<file path="config.mk">
export PLATFORM = sky130hd
export DESIGN_NAME = jtag_ir_dr_path_flat
export DESIGN_NICKNAME = d
export VERILOG_FILES = /design/src/rtl/jtag_ir_dr_path_if.sv /design/src/rtl/jtag_ir_dr_path.sv /design/src/flat_wrapper.sv
export SDC_FILE = /design/constraint.sdc
export NUM_CORES = 1
export LEC_CHECK = 0
export BUFFER_PORTS_ARGS = -buffer_cell sky130_fd_sc_hd__buf_2
export CORE_MARGIN = 2
export CORE_UTILIZATION = 35
export CTS_CLUSTER_DIAMETER = 40
export DETAILED_ROUTE_END_ITERATION = 16
export PLACE_DENSITY_LB_ADDON = 0.08
export RECOVER_POWER = 50
export SYNTH_ARGS = -nofsm -noshare
export SYNTH_HDL_FRONTEND = slang
export SYNTH_SLANG_ARGS = --single-unit
</file>
<file path="constraint.sdc">
create_clock -name TCK -period 2.9 [get_ports TCK]
set_input_delay 0.29 -clock TCK [delete_from_list [all_inputs] [get_ports TCK]]
set_output_delay 0.29 -clock TCK [all_outputs]
set_load 0.1 [all_outputs]
</file>
<file path="src/rtl/jtag_ir_dr_path_if.sv">
// -----------------------------------------------------------------------------
// jtag_ir_dr_path_if
// Bundles the TAP-controller strobes, serial data and the datapath results
// between the TAP FSM (master) and the IR/DR datapath (slave).
//   TDI                   serial test data in
//   CAPTURE_IR/SHIFT_IR/UPDATE_IR   IR strobes from the TAP FSM
//   CAPTURE_DR/SHIFT_DR/UPDATE_DR   DR strobes from the TAP FSM
//   IR_OUT                current (updated) instruction
//   TDR_SELECT            1 = user TDR selected, 0 = bypass
//   TDR_OUT               parallel output of the TDR update stage
//   TDO                   serial test data out
// -----------------------------------------------------------------------------
interface jtag_ir_dr_path_if #(
  parameter int unsigned IR_WIDTH  = 5,
  parameter int unsigned TDR_WIDTH = 8
);
  logic                 TDI;
  logic                 CAPTURE_IR;
  logic                 SHIFT_IR;
  logic                 UPDATE_IR;
  logic                 CAPTURE_DR;
  logic                 SHIFT_DR;
  logic                 UPDATE_DR;
  logic [IR_WIDTH-1:0]  IR_OUT;
  logic                 TDR_SELECT;
  logic [TDR_WIDTH-1:0] TDR_OUT;
  logic                 TDO;

  modport master (
    output TDI, CAPTURE_IR, SHIFT_IR, UPDATE_IR, CAPTURE_DR, SHIFT_DR, UPDATE_DR,
    input  IR_OUT, TDR_SELECT, TDR_OUT, TDO
  );

  modport slave (
    input  TDI, CAPTURE_IR, SHIFT_IR, UPDATE_IR, CAPTURE_DR, SHIFT_DR, UPDATE_DR,
    output IR_OUT, TDR_SELECT, TDR_OUT, TDO
  );
endinterface

</file>
<file path="src/rtl/jtag_ir_dr_path.sv">
// -----------------------------------------------------------------------------
// jtag_ir_dr_path
// JTAG instruction/data register datapath sitting between the TAP FSM and the
// TDO pin: 5-bit IR (shift + update stage), opcode decoder, 8-bit user TDR or
// 1-bit bypass on the DR path, and final TDO gating.
// Ports:
//   TCK     test clock, all state changes on the rising edge
//   TRST_N  synchronous active-low reset, sampled on rising TCK
//   jif     jtag_ir_dr_path_if.slave (strobes, TDI, IR_OUT, TDR_SELECT,
//           TDR_OUT, TDO)
// Optional feature macro: IDCODE_EN -- adds a 32-bit IDCODE register selected
// by opcode 5'b00001, which also becomes the IR reset value.
// -----------------------------------------------------------------------------
module jtag_ir_dr_path #(
  parameter int unsigned          IR_WIDTH      = 5,
  parameter int unsigned          TDR_WIDTH     = 8,
  parameter logic [IR_WIDTH-1:0]  TDR_OPCODE    = IR_WIDTH'(5'b00010),
  parameter logic [IR_WIDTH-1:0]  BYPASS_OPCODE = IR_WIDTH'(5'b11111)
`ifdef IDCODE_EN
  , parameter logic [31:0]        IDCODE_VALUE  = 32'h1000_0001
`endif
) (
  input  logic           TCK,
  input  logic           TRST_N,
  jtag_ir_dr_path_if.slave jif
);

  // Capture pattern: "01" in the two LSBs as required by IEEE 1149.1
  localparam logic [IR_WIDTH-1:0] IR_CAPTURE = IR_WIDTH'(1);

`ifdef IDCODE_EN
  localparam int unsigned         IDCODE_WIDTH  = 32;
  localparam logic [IR_WIDTH-1:0] IDCODE_OPCODE = IR_WIDTH'(1);
  localparam logic [IR_WIDTH-1:0] IR_RESET      = IDCODE_OPCODE;
`else
  localparam logic [IR_WIDTH-1:0] IR_RESET      = BYPASS_OPCODE;
`endif

  logic [IR_WIDTH-1:0]  ir_shift;
  logic [IR_WIDTH-1:0]  ir_out;
  logic [TDR_WIDTH-1:0] tdr_shift;
  logic [TDR_WIDTH-1:0] tdr_out;
  logic                 byp_bit;

  logic ir_cap, ir_shf, ir_upd;
  logic dr_cap, dr_shf, dr_upd;
  logic tdr_sel, byp_sel, dr_so;

`ifdef IDCODE_EN
  logic [IDCODE_WIDTH-1:0] idcode_shift;
  logic                    idcode_sel;
`endif

  // Strobe priority capture > shift > update, applied across IR and DR strobes
  always_comb begin
    ir_cap = 1'b0;
    ir_shf = 1'b0;
    ir_upd = 1'b0;
    dr_cap = 1'b0;
    dr_shf = 1'b0;
    dr_upd = 1'b0;
    if (jif.CAPTURE_IR || jif.CAPTURE_DR) begin
      ir_cap = jif.CAPTURE_IR;
      dr_cap = jif.CAPTURE_DR;
    end else if (jif.SHIFT_IR || jif.SHIFT_DR) begin
      ir_shf = jif.SHIFT_IR;
      dr_shf = jif.SHIFT_DR;
    end else begin
      ir_upd = jif.UPDATE_IR;
      dr_upd = jif.UPDATE_DR;
    end
  end

  // Instruction decode; anything that is not a known opcode falls to bypass
  always_comb begin
    tdr_sel = (ir_out == TDR_OPCODE);
`ifdef IDCODE_EN
    idcode_sel = (ir_out == IDCODE_OPCODE);
    byp_sel    = !tdr_sel && !idcode_sel;
`else
    byp_sel    = !tdr_sel;
`endif
  end

  // Instruction register: shift stage plus update stage
  always_ff @(posedge TCK) begin
    if (!TRST_N) begin
      ir_shift <= IR_CAPTURE;
      ir_out   <= IR_RESET;
    end else if (ir_cap) begin
      ir_shift <= IR_CAPTURE;
    end else if (ir_shf) begin
      ir_shift <= {jif.TDI, ir_shift[IR_WIDTH-1:1]};
    end else if (ir_upd) begin
      ir_out   <= ir_shift;
    end
  end

  // User test data register; readback of the update stage on capture
  always_ff @(posedge TCK) begin
    if (!TRST_N) begin
      tdr_shift <= '0;
      tdr_out   <= '0;
    end else if (tdr_sel) begin
      if (dr_cap) begin
        tdr_shift <= tdr_out;
      end else if (dr_shf) begin
        tdr_shift <= {jif.TDI, tdr_shift[TDR_WIDTH-1:1]};
      end else if (dr_upd) begin
        tdr_out   <= tdr_shift;
      end
    end
  end

  // Bypass bit: captures 0, one-cycle TDI->TDO delay while shifting
  always_ff @(posedge TCK) begin
    if (!TRST_N) begin
      byp_bit <= 1'b0;
    end else if (byp_sel) begin
      if (dr_cap) begin
        byp_bit <= 1'b0;
      end else if (dr_shf) begin
        byp_bit <= jif.TDI;
      end
    end
  end

`ifdef IDCODE_EN
  // IDCODE register: capture-only, update has no effect
  always_ff @(posedge TCK) begin
    if (!TRST_N) begin
      idcode_shift <= '0;
    end else if (idcode_sel) begin
      if (dr_cap) begin
        idcode_shift <= IDCODE_VALUE;
      end else if (dr_shf) begin
        idcode_shift <= {jif.TDI, idcode_shift[IDCODE_WIDTH-1:1]};
      end
    end
  end
`endif

  // DR serial-out mux
  always_comb begin
    dr_so = byp_bit;
    if (tdr_sel) begin
      dr_so = tdr_shift[0];
    end
`ifdef IDCODE_EN
    if (idcode_sel) begin
      dr_so = idcode_shift[0];
    end
`endif
  end

  assign jif.IR_OUT     = ir_out;
  assign jif.TDR_SELECT = tdr_sel;
  assign jif.TDR_OUT    = tdr_out;
  // TDO is forced low outside the shift states; no tri-state on this path
  assign jif.TDO        = (jif.SHIFT_IR & ir_shift[0]) | (jif.SHIFT_DR & dr_so);

endmodule

</file>
<file path="src/flat_wrapper.sv">
// flat-port wrapper written by rule: the top's interface ports become plain ports
module jtag_ir_dr_path_flat 
#(
  parameter int unsigned          IR_WIDTH      = 5,
  parameter int unsigned          TDR_WIDTH     = 8,
  parameter logic [IR_WIDTH-1:0]  TDR_OPCODE    = IR_WIDTH'(5'b00010),
  parameter logic [IR_WIDTH-1:0]  BYPASS_OPCODE = IR_WIDTH'(5'b11111)

)
  (TCK, TRST_N, jif_TDI, jif_CAPTURE_IR, jif_SHIFT_IR, jif_UPDATE_IR, jif_CAPTURE_DR, jif_SHIFT_DR, jif_UPDATE_DR, jif_IR_OUT, jif_TDR_SELECT, jif_TDR_OUT, jif_TDO);
  jtag_ir_dr_path_if #(.IR_WIDTH(IR_WIDTH), .TDR_WIDTH(TDR_WIDTH)) jif_i ();
  input  logic TCK;
  input  logic TRST_N;
  input wire logic [$bits(jif_i.TDI)-1:0] jif_TDI;
  input wire logic [$bits(jif_i.CAPTURE_IR)-1:0] jif_CAPTURE_IR;
  input wire logic [$bits(jif_i.SHIFT_IR)-1:0] jif_SHIFT_IR;
  input wire logic [$bits(jif_i.UPDATE_IR)-1:0] jif_UPDATE_IR;
  input wire logic [$bits(jif_i.CAPTURE_DR)-1:0] jif_CAPTURE_DR;
  input wire logic [$bits(jif_i.SHIFT_DR)-1:0] jif_SHIFT_DR;
  input wire logic [$bits(jif_i.UPDATE_DR)-1:0] jif_UPDATE_DR;
  output wire logic [$bits(jif_i.IR_OUT)-1:0] jif_IR_OUT;
  output wire logic [$bits(jif_i.TDR_SELECT)-1:0] jif_TDR_SELECT;
  output wire logic [$bits(jif_i.TDR_OUT)-1:0] jif_TDR_OUT;
  output wire logic [$bits(jif_i.TDO)-1:0] jif_TDO;
  assign jif_i.TDI = jif_TDI;
  assign jif_i.CAPTURE_IR = jif_CAPTURE_IR;
  assign jif_i.SHIFT_IR = jif_SHIFT_IR;
  assign jif_i.UPDATE_IR = jif_UPDATE_IR;
  assign jif_i.CAPTURE_DR = jif_CAPTURE_DR;
  assign jif_i.SHIFT_DR = jif_SHIFT_DR;
  assign jif_i.UPDATE_DR = jif_UPDATE_DR;
  assign jif_IR_OUT = jif_i.IR_OUT;
  assign jif_TDR_SELECT = jif_i.TDR_SELECT;
  assign jif_TDR_OUT = jif_i.TDR_OUT;
  assign jif_TDO = jif_i.TDO;
  jtag_ir_dr_path #(.IR_WIDTH(IR_WIDTH), .TDR_WIDTH(TDR_WIDTH), .TDR_OPCODE(TDR_OPCODE), .BYPASS_OPCODE(BYPASS_OPCODE)) u_core (.TCK(TCK), .TRST_N(TRST_N), .jif(jif_i));
endmodule
</file>
# Word level (Yosys, flattened, before mapping)

Index checks and enable logic that the tools add are counted.

Equality and inequality tests: 1
Div/mod/pow operators: 0
Shift-type cells: 0
$add $sub $neg: 0
Bitwise operators: 9
Order comparisons: 0
Muxes and demuxes: 15
Reduce and logical (&&, ||, !) cells: 8
Multiply operators: 0

Operators by type and width:

| kind                                                             | number |
|---|---|
| 8-bit two-way mux                                                | 2 |
| 1-bit two-way mux                                                | 13 |
| 1-bit inverter                                                   | 6 |
| 5-bit by 2-bit == test with 1-bit output (second input constant) | 1 |
| 2-bit AND reduction                                              | 2 |
| 4-bit AND reduction                                              | 1 |
| 3-bit AND reduction                                              | 1 |
| 1-bit bitwise AND                                                | 2 |
| 1-bit logical OR                                                 | 2 |
| 2-bit nonzero test                                               | 1 |
| 2-bit OR reduction                                               | 1 |
| 1-bit bitwise OR                                                 | 1 |

Latch bits: 0
Flip-flop bits (word level): 27
Memory bits (writable): 0
Word-level logic and storage cells: 38
Bits in read-only memories: 0
Bits of input ports: 9
Output and inout bits: 15
Memories kept: 0

# Depth between registers and ports, before layout

Gate-level depths: netlist of run 1.

Depth after elaboration: 5
Depth in mapped cells: 4
Gate-level depth less buffers: 3

# Worst setup path before layout of run 1

No wires, ideal clock.

Kind: reg-to-output
Start point: register u_core.ir_out[1] (netlist: u_core.jif.IR_OUT[1])
End point: output port jif_TDO
Slack: -1.270 ns
Path buffers: 0
Data required time: 2.610 ns
Cell stages (with the launch flop): 3
Data arrival time: 3.880 ns
Cell sequence: dfxtp_1 or4b_4 o311ai_1

Longest elaborated chain between the ends: 4

RTL lines:

| item                                     | RTL line               | text |
|---|---|---|
| start: declaration                       | jtag_ir_dr_path.sv:40  | `logic [IR_WIDTH-1:0] ir_out;` |
| start signal: assignment                 | jtag_ir_dr_path.sv:95  | `ir_out <= ir_shift;` |
| 5-bit by 2-bit == test with 1-bit output | jtag_ir_dr_path.sv:76  | `tdr_sel = (ir_out == TDR_OPCODE);` |
| 1-bit two-way mux                        | jtag_ir_dr_path.sv:146 | `if (tdr_sel) begin` |
| 1-bit bitwise AND                        | jtag_ir_dr_path.sv:160 | `assign jif.TDO = (jif.SHIFT_IR & ir_shift[0]) \| (jif.SHIFT_DR & dr_so);` |
| 1-bit bitwise OR                         | jtag_ir_dr_path.sv:160 |  |
| end: declaration                         | flat_wrapper.sv:24     | `output wire logic [$bits(jif_i.TDO)-1:0] jif_TDO;` |

Every way passes these cells.

# Worst setup path after layout of run 1

Start point: register u_core.ir_out[0] (netlist: u_core.jif.IR_OUT[0])
End point: output port jif_TDO

Same word-level chain as after synthesis.

==> impl_metrics.ini, run 1 <==
[sta]
fin_crit_sh_pct = 78.9
timing.hold.ws_ns = 0.255
finalClockSkew_ns = 0.00527
hold_violations = 0
max_freq_ghz = 0.437
rsz0062_at_grt = false
period_minus_slack_ns = 2.29
worst_slack_ns = 0.612
maxSlewViolCount = 0
tns_ns = 0
setup_viol = 0
worstMarginPinSlew_ns = 1.16
relSlewSlack_pct = 23.1

[cts]
postCtsHoldBufs = 0
clk_pin_slew_ns = 0.15
ctsResizeCount = 0
numCtsBuffers = 3
clkSinkCount = 27
cts_root_buffer = clkbuf_4
cts_max_level = 1
cts_tree = done
clkLatencyLatePin_ns = 0.32
cts_buffer_depth = 2
cts_setup_buffers = 0

[synth]
synth_area_leaders = dfxtp_1 43%, mux2i_1 17%, nand2_1 8.1%
synth_top_area_cell = dfxtp_1
postSynthCellCount = 125
syn_nets = 134
synth_cell_types = 23
avgSynthCellArea_um2 = 9.95
yosysSeqAreaShare_pct = 43.5
yosysTopAreaCellShare_pct = 43.5
ys_ff_latch = 27
ys_warn_count = 0
synth_edf_count = 0
synth_area_mm2 = 0.00124
async_flop_share_pct = 0
synth-main-ff-cell = dfxtp_1

[cells_and_area]
drive_gt1_share_pct = 24.5
layout.nets = 157
fin_cells = 193
area_growth_pct = 13.2
fillerInstances = 370
antenna_cells = 0
final_cell_mix = 27 x nand2_1, 27 x dfxtp_1, 21 x mux2i_1

[routing]
drtPass1Iterations = 4
dr_total_vias = 975
drt-total-wl_um = 2610
remaining_drc_errors = 0
vias_per_cell = 5.05
drt.antenna.violating_nets = 0
post_drt_wl_per_cell_um = 13.5
drt-initial-drc-count = 56

[global_routing]
grt_antenna_before_repair = 0
grt_pass1_wl_um = 4560
grt_pass1_vias = 926
grt_start_max_net_pins = 33
track_usage_pct = 14.3
grt_overflow = 0

[power]
peakVddDrop_uv = 205
power_w = 0.000606
power_density_mw_per_mm2 = 430
p_leak_nw = 0.636

[setup_path]
crit_slowest_cell = or4b_4
critPathArrivalTime_ns = 2.00
max_stage_delay_ns = 0.59
crit_start = u_core.jif.IR_OUT[0]
worstReg2RegStart = u_core.jif.IR_OUT[0]
start_kind = register
required_ns = 2.61
path_cells = or4b_4 -> o311ai_4 -> buf_2
critPathMaxFanout = 4
path_delay_family = simple AND/OR/NAND/NOR gates
crit_type = register to primary output
cp-end-kind = primary output
cp_num_buf_inv = 1

[die]
die_area_mm2 = 0.00405
io_pins = 24
die_w_um = 63.6
initial_core_util_pct = 37.0
die_h_um = 63.6
core-area_mm2 = 0.00336
row_count = 21

[placed_design]
hpwl_um = 1860
place_ws_ns = 0.951
place.port_buffers = 23
gp_congestion = 0.762
dpl.cell_count = 189

[hold_path]
hold_class = primary input to register
hp-start = jif_TDI

[outcome]
status = finished, final reports clean

[run]
maxCapViolations = 0
[cell type report]
cell class | instances | area (um^2) | area share (%)
Multi-Input combinational cell | 91 | 666 | 47.3
Sequential cell | 27 | 541 | 38.4
Timing Repair Buffer | 23 | 110 | 7.82
Tap cell | 46 | 57.6 | 4.09
Clock buffer | 4 | 26.3 | 1.87
Inverter | 2 | 7.51 | 0.533
[worst paths after layout]
kind                            depth (start not counted)  slack, ns                    end
worst min register to register                          2       0.48  u_core.jif.TDR_OUT[4]
worst max-delay path                                    3       0.61                jif_TDO
worst max register to register                          3       0.94    u_core.tdr_shift[7]
worst min-delay path                                    3       0.25     u_core.ir_shift[4]
[report_power, final]
part | total (W) | internal, W | switching, W
registers | 0.000377 | 0.000374 | 0.00000288
logic | 0.0000635 | 0.0000170 | 0.0000465
clock network | 0.000165 | 0.0000539 | 0.000111
total | 0.000606 | 0.000445 | 0.000161
[sequential cells by signal (all words and copies together) (netlist names)]
signal / flops
u_core.jif.TDR_OUT: 8
u_core.tdr_shift: 8
u_core.jif.IR_OUT: 5
u_core.byp_bit: 1
u_core.ir_shift: 5
[routing by layer]
layer	routed length, um	global-route usage [%]	vias up
met1	1310	19.4	467
met5	0	0	-
li1	-	-	482
met4	13	5.16	0
met3	116	2.86	2
met2	1180	22.5	24
[worst register-to-register path, cell delays in order (launching register included)]
cell,delay [ns]
dfxtp_1,0.36
nor4b_1,0.63
o211ai_1,0.59
mux2i_1,0.24
[cells by family (layout without fill, tap and decap cells)]
kind of cell | count (synthesis) | after routing | share of synthesized area (%)
AND/OR/NAND/NOR | 52 | 52 | 23.3
buffers and inverters | 7 | 29 | 2.31
flip-flops | 27 | 27 | 43.5
multiplexers | 29 | 29 | 24.1
AO/OA/AOI/OAI | 10 | 10 | 6.74
[per-stage QoR]
step / area (um^2) / util (%)
2_1_floorplan: 1260 / -
3_3_place_gp: 1420 / 42.1
3_5_place_dp: 1420 / 42.1
4_1_cts: 1440 / 42.9
5_1_grt: 1410 / 41.9
6_report: 1410 / 41.9
[cells in the mapped netlist (2+ instances only)]
cell,n
inv_1,2
mux2i_1,21
nand2_1,27
nor2b_1,3
nor2_1,5
buf_2,2
nand3_1,10
mux2_2,8
clkbuf_1,3
o21ai_0,5
dfxtp_1,27
Note: power is estimated with default switching activity, not from simulation.
==> run 2: changes to the inputs <==
--- a/config.mk
+++ b/config.mk
@@ -5,6 +5,7 @@
 export SDC_FILE = /design/constraint.sdc
 export NUM_CORES = 1
 export LEC_CHECK = 0
+export ABC_AREA = 1
 export BUFFER_PORTS_ARGS = -buffer_cell sky130_fd_sc_hd__buf_2
 export CORE_MARGIN = 2
 export CORE_UTILIZATION = 35
==> constraint.sdc (replaced) <==
create_clock -name TCK -period 2.2 [get_ports TCK]
set_input_delay 0.22 -clock TCK [delete_from_list [all_inputs] [get_ports TCK]]
set_output_delay 0.22 -clock TCK [all_outputs]
set_load 0.1 [all_outputs]
==> run 2 against run 1 <==
Effect of this change:
- combinational power grew 34%
- final cell count is 33% higher
- setup slack worse by 0.25 ns
- register-to-register slack worse by 0.19 ns
- first-iteration DRC count decreased by 11%
- area after synthesis rose by 0.60%
- utilization grew 0.16 points
- critical path type unchanged
- critical endpoint unchanged
==> impl_metrics.ini, run 2 <==
[global_routing]
grt_overflow = 0
track_usage_pct = 14.4
grt_util_met1_pct = 16.7
grt_start_max_net_pins = 22
grt_busiest_layer = met2
grt_pass1_wl_um = 4640
grt_pass1_vias = 1055
grt_use_met2_pct = 26.8
grt_antenna_before_repair = 0
grtUsageMet3_pct = 4.23

[cts]
postCtsHoldBufs = 0
clkSinkCount = 27
clk_pin_slew_ns = 0.14
numCtsBuffers = 3
cts_buffer_depth = 2
clkLatencyLatePin_ns = 0.32
cts_max_level = 1
cts_root_buffer = clkbuf_4
cts_tree = done
cts_setup_buffers = 0
ctsResizeCount = 0

[cells_and_area]
antenna_cells = 0
ff_latch_area_um2 = 546
layout_commonest_cell = nand2_1
drive_gt1_share_pct = 16.7
layout.nets = 220
final_cell_mix = 49 x nand2_1, 46 x nor2_1, 23 x dfxtp_1
fillerInstances = 414
area_growth_pct = 13.8
final_area_mm2 = 0.00142
multi_input_area_um2 = 592

[power]
p_seq_share_pct = 62.4
power_w = 0.000798
swShare_pct = 26.5
pwr-share-comb_pct = 10.7
p_leak_nw = 0.706
power_density_mw_per_mm2 = 560
power.switching_w = 0.000211
p_clk_share_pct = 26.9
internal-power_w = 0.000587
peakVddDrop_uv = 373

[sta]
period_minus_slack_ns = 1.84
fin_crit_sh_pct = 83.6
maxSlewViolCount = 0
tns_ns = 0
max_freq_ghz = 0.544
worstMarginPinSlew_ns = 1.22
rsz0062_at_grt = false
setup_viol = 0
hold_violations = 0
finalClockSkew_ns = 0.00297
relSlewSlack_pct = 19.3

[synth]
ys_ff_latch = 27
synth_area_mm2 = 0.00125
synth_edf_count = 0
synth_cell_types = 19
syn_nets = 195
avgSynthCellArea_um2 = 6.73
synth_top_area_cell = dfxtp_1
synth_area_leaders = dfxtp_1 43%, nand2_1 15%, nor2_1 13%
async_flop_share_pct = 0
yosysSeqAreaShare_pct = 43.2
ys_warn_count = 0
synth-main-ff-cell = dfxtp_1
yosysTopAreaCellShare_pct = 43.2
synth_common_cells = 50 x nand2_1, 43 x nor2_1, 27 x dfxtp_1, 19 x inv_1, 13 x nand3_1
postSynthCellCount = 186
synth.most_common_cell = nand2_1

[setup_path]
worstReg2RegStart = u_core.jif.IR_OUT[4]
max_stage_delay_ns = 0.41
cp_num_buf_inv = 1
reg2reg_slack_ns = 0.75
start_kind = register
critPathArrivalTime_ns = 1.62
path_delay_family = simple AND/OR/NAND/NOR gates
cp-end-kind = primary output
required_ns = 1.98
rr_worst_depth = 5
path_cells = nor2_1 -> nand4_1 -> nand2_1 -> nand3_1 -> nand2_2 -> buf_2
r2r_end = u_core.tdr_shift[2]
crit_slowest_cell = buf_2
crit_type = register to primary output
critPathMaxFanout = 4

[die]
initial_core_util_pct = 36.9
die_h_um = 63.8
core-area_mm2 = 0.00339
die_area_mm2 = 0.00407
die_w_um = 63.8
row_count = 21
io_pins = 24

[routing]
remaining_drc_errors = 0
dr_total_vias = 1147
vias_per_cell = 4.48
drt.antenna.violating_nets = 0
drt-total-wl_um = 2740
post_drt_wl_per_cell_um = 10.7
drt-initial-drc-count = 50
drtPass1Iterations = 4

[hold_path]
holdPathStages = 3
whs_endpoint = u_core.ir_shift[4]
hp-start = jif_TDI
hold_class = primary input to register

[placed_design]
hpwl_um = 2020
place_area_mm2 = 0.00142
gp_congestion = 0.835
place.port_buffers = 23

[outcome]
status = finished, final reports clean

[run]
maxCapViolations = 0
[run 2: logic make-up after synthesis]
kind of cell	Yosys count	share of synthesized area, %
buf+inv	25	8.70
flops	27	43.2
simple gates	117	39.9
compound gates	17	8.20
[run 2: final cells by class]
class,count,area share [%]
multi-input combinational,134,41.6
sequential,27,38.3
timing repair buffer,26,9.23
inverter,19,5.01
tap,46,4.04
clock buffer,4,1.85
[run 2: power by group through the flow]
stage          Sequential, W  Combinational, W  Clock, W
4_1_cts             0.000498         0.0000880  0.000229
5_1_grt             0.000499         0.0000930  0.000249
3_5_place_dp        0.000509         0.0000879         0
6_report            0.000498         0.0000853  0.000214
2_1_floorplan       0.000523         0.0000495         0
3_3_place_gp        0.000509         0.0000880         0
[run 2: per-layer routing]
layer	vias up	share of wire [%]
met3	2	3.4
met4	0	0.66
met2	18	52
met1	510	44
met5	-	0
li1	617	-
[run 2: worst max-delay path by stage]
stage                     cells after the start       to                 start
after floorplan                               6  jif_TDO  u_core.jif.IR_OUT[1]
after global placement                        6  jif_TDO  u_core.jif.IR_OUT[4]
after detailed placement                      6  jif_TDO  u_core.jif.IR_OUT[4]
after CTS                                     6  jif_TDO  u_core.jif.IR_OUT[4]
after global routing                          6  jif_TDO  u_core.jif.IR_OUT[4]
final                                         6  jif_TDO  u_core.jif.IR_OUT[4]
[run 2: worst reg2reg max path, cell delays in order, from the launching register on]
cell     delay, ns
dfxtp_1       0.35
nor2_1        0.14
nand4_1       0.17
nor2_1        0.55
nor2_1        0.09
nor2_1        0.12
[run 2: metrics by stage]
step	setup WS (ns)	utilization (%)	instances	hold slack (ns)
final	0.361	42.0	256	0.141
after global routing	0.201	42.0	256	0.159
after CTS	0.265	42.6	256	0.125
after detailed placement	0.650	41.8	252	0.447
after global placement	0.666	41.8	252	0.446
after floorplan	0.169	-	186	0.355
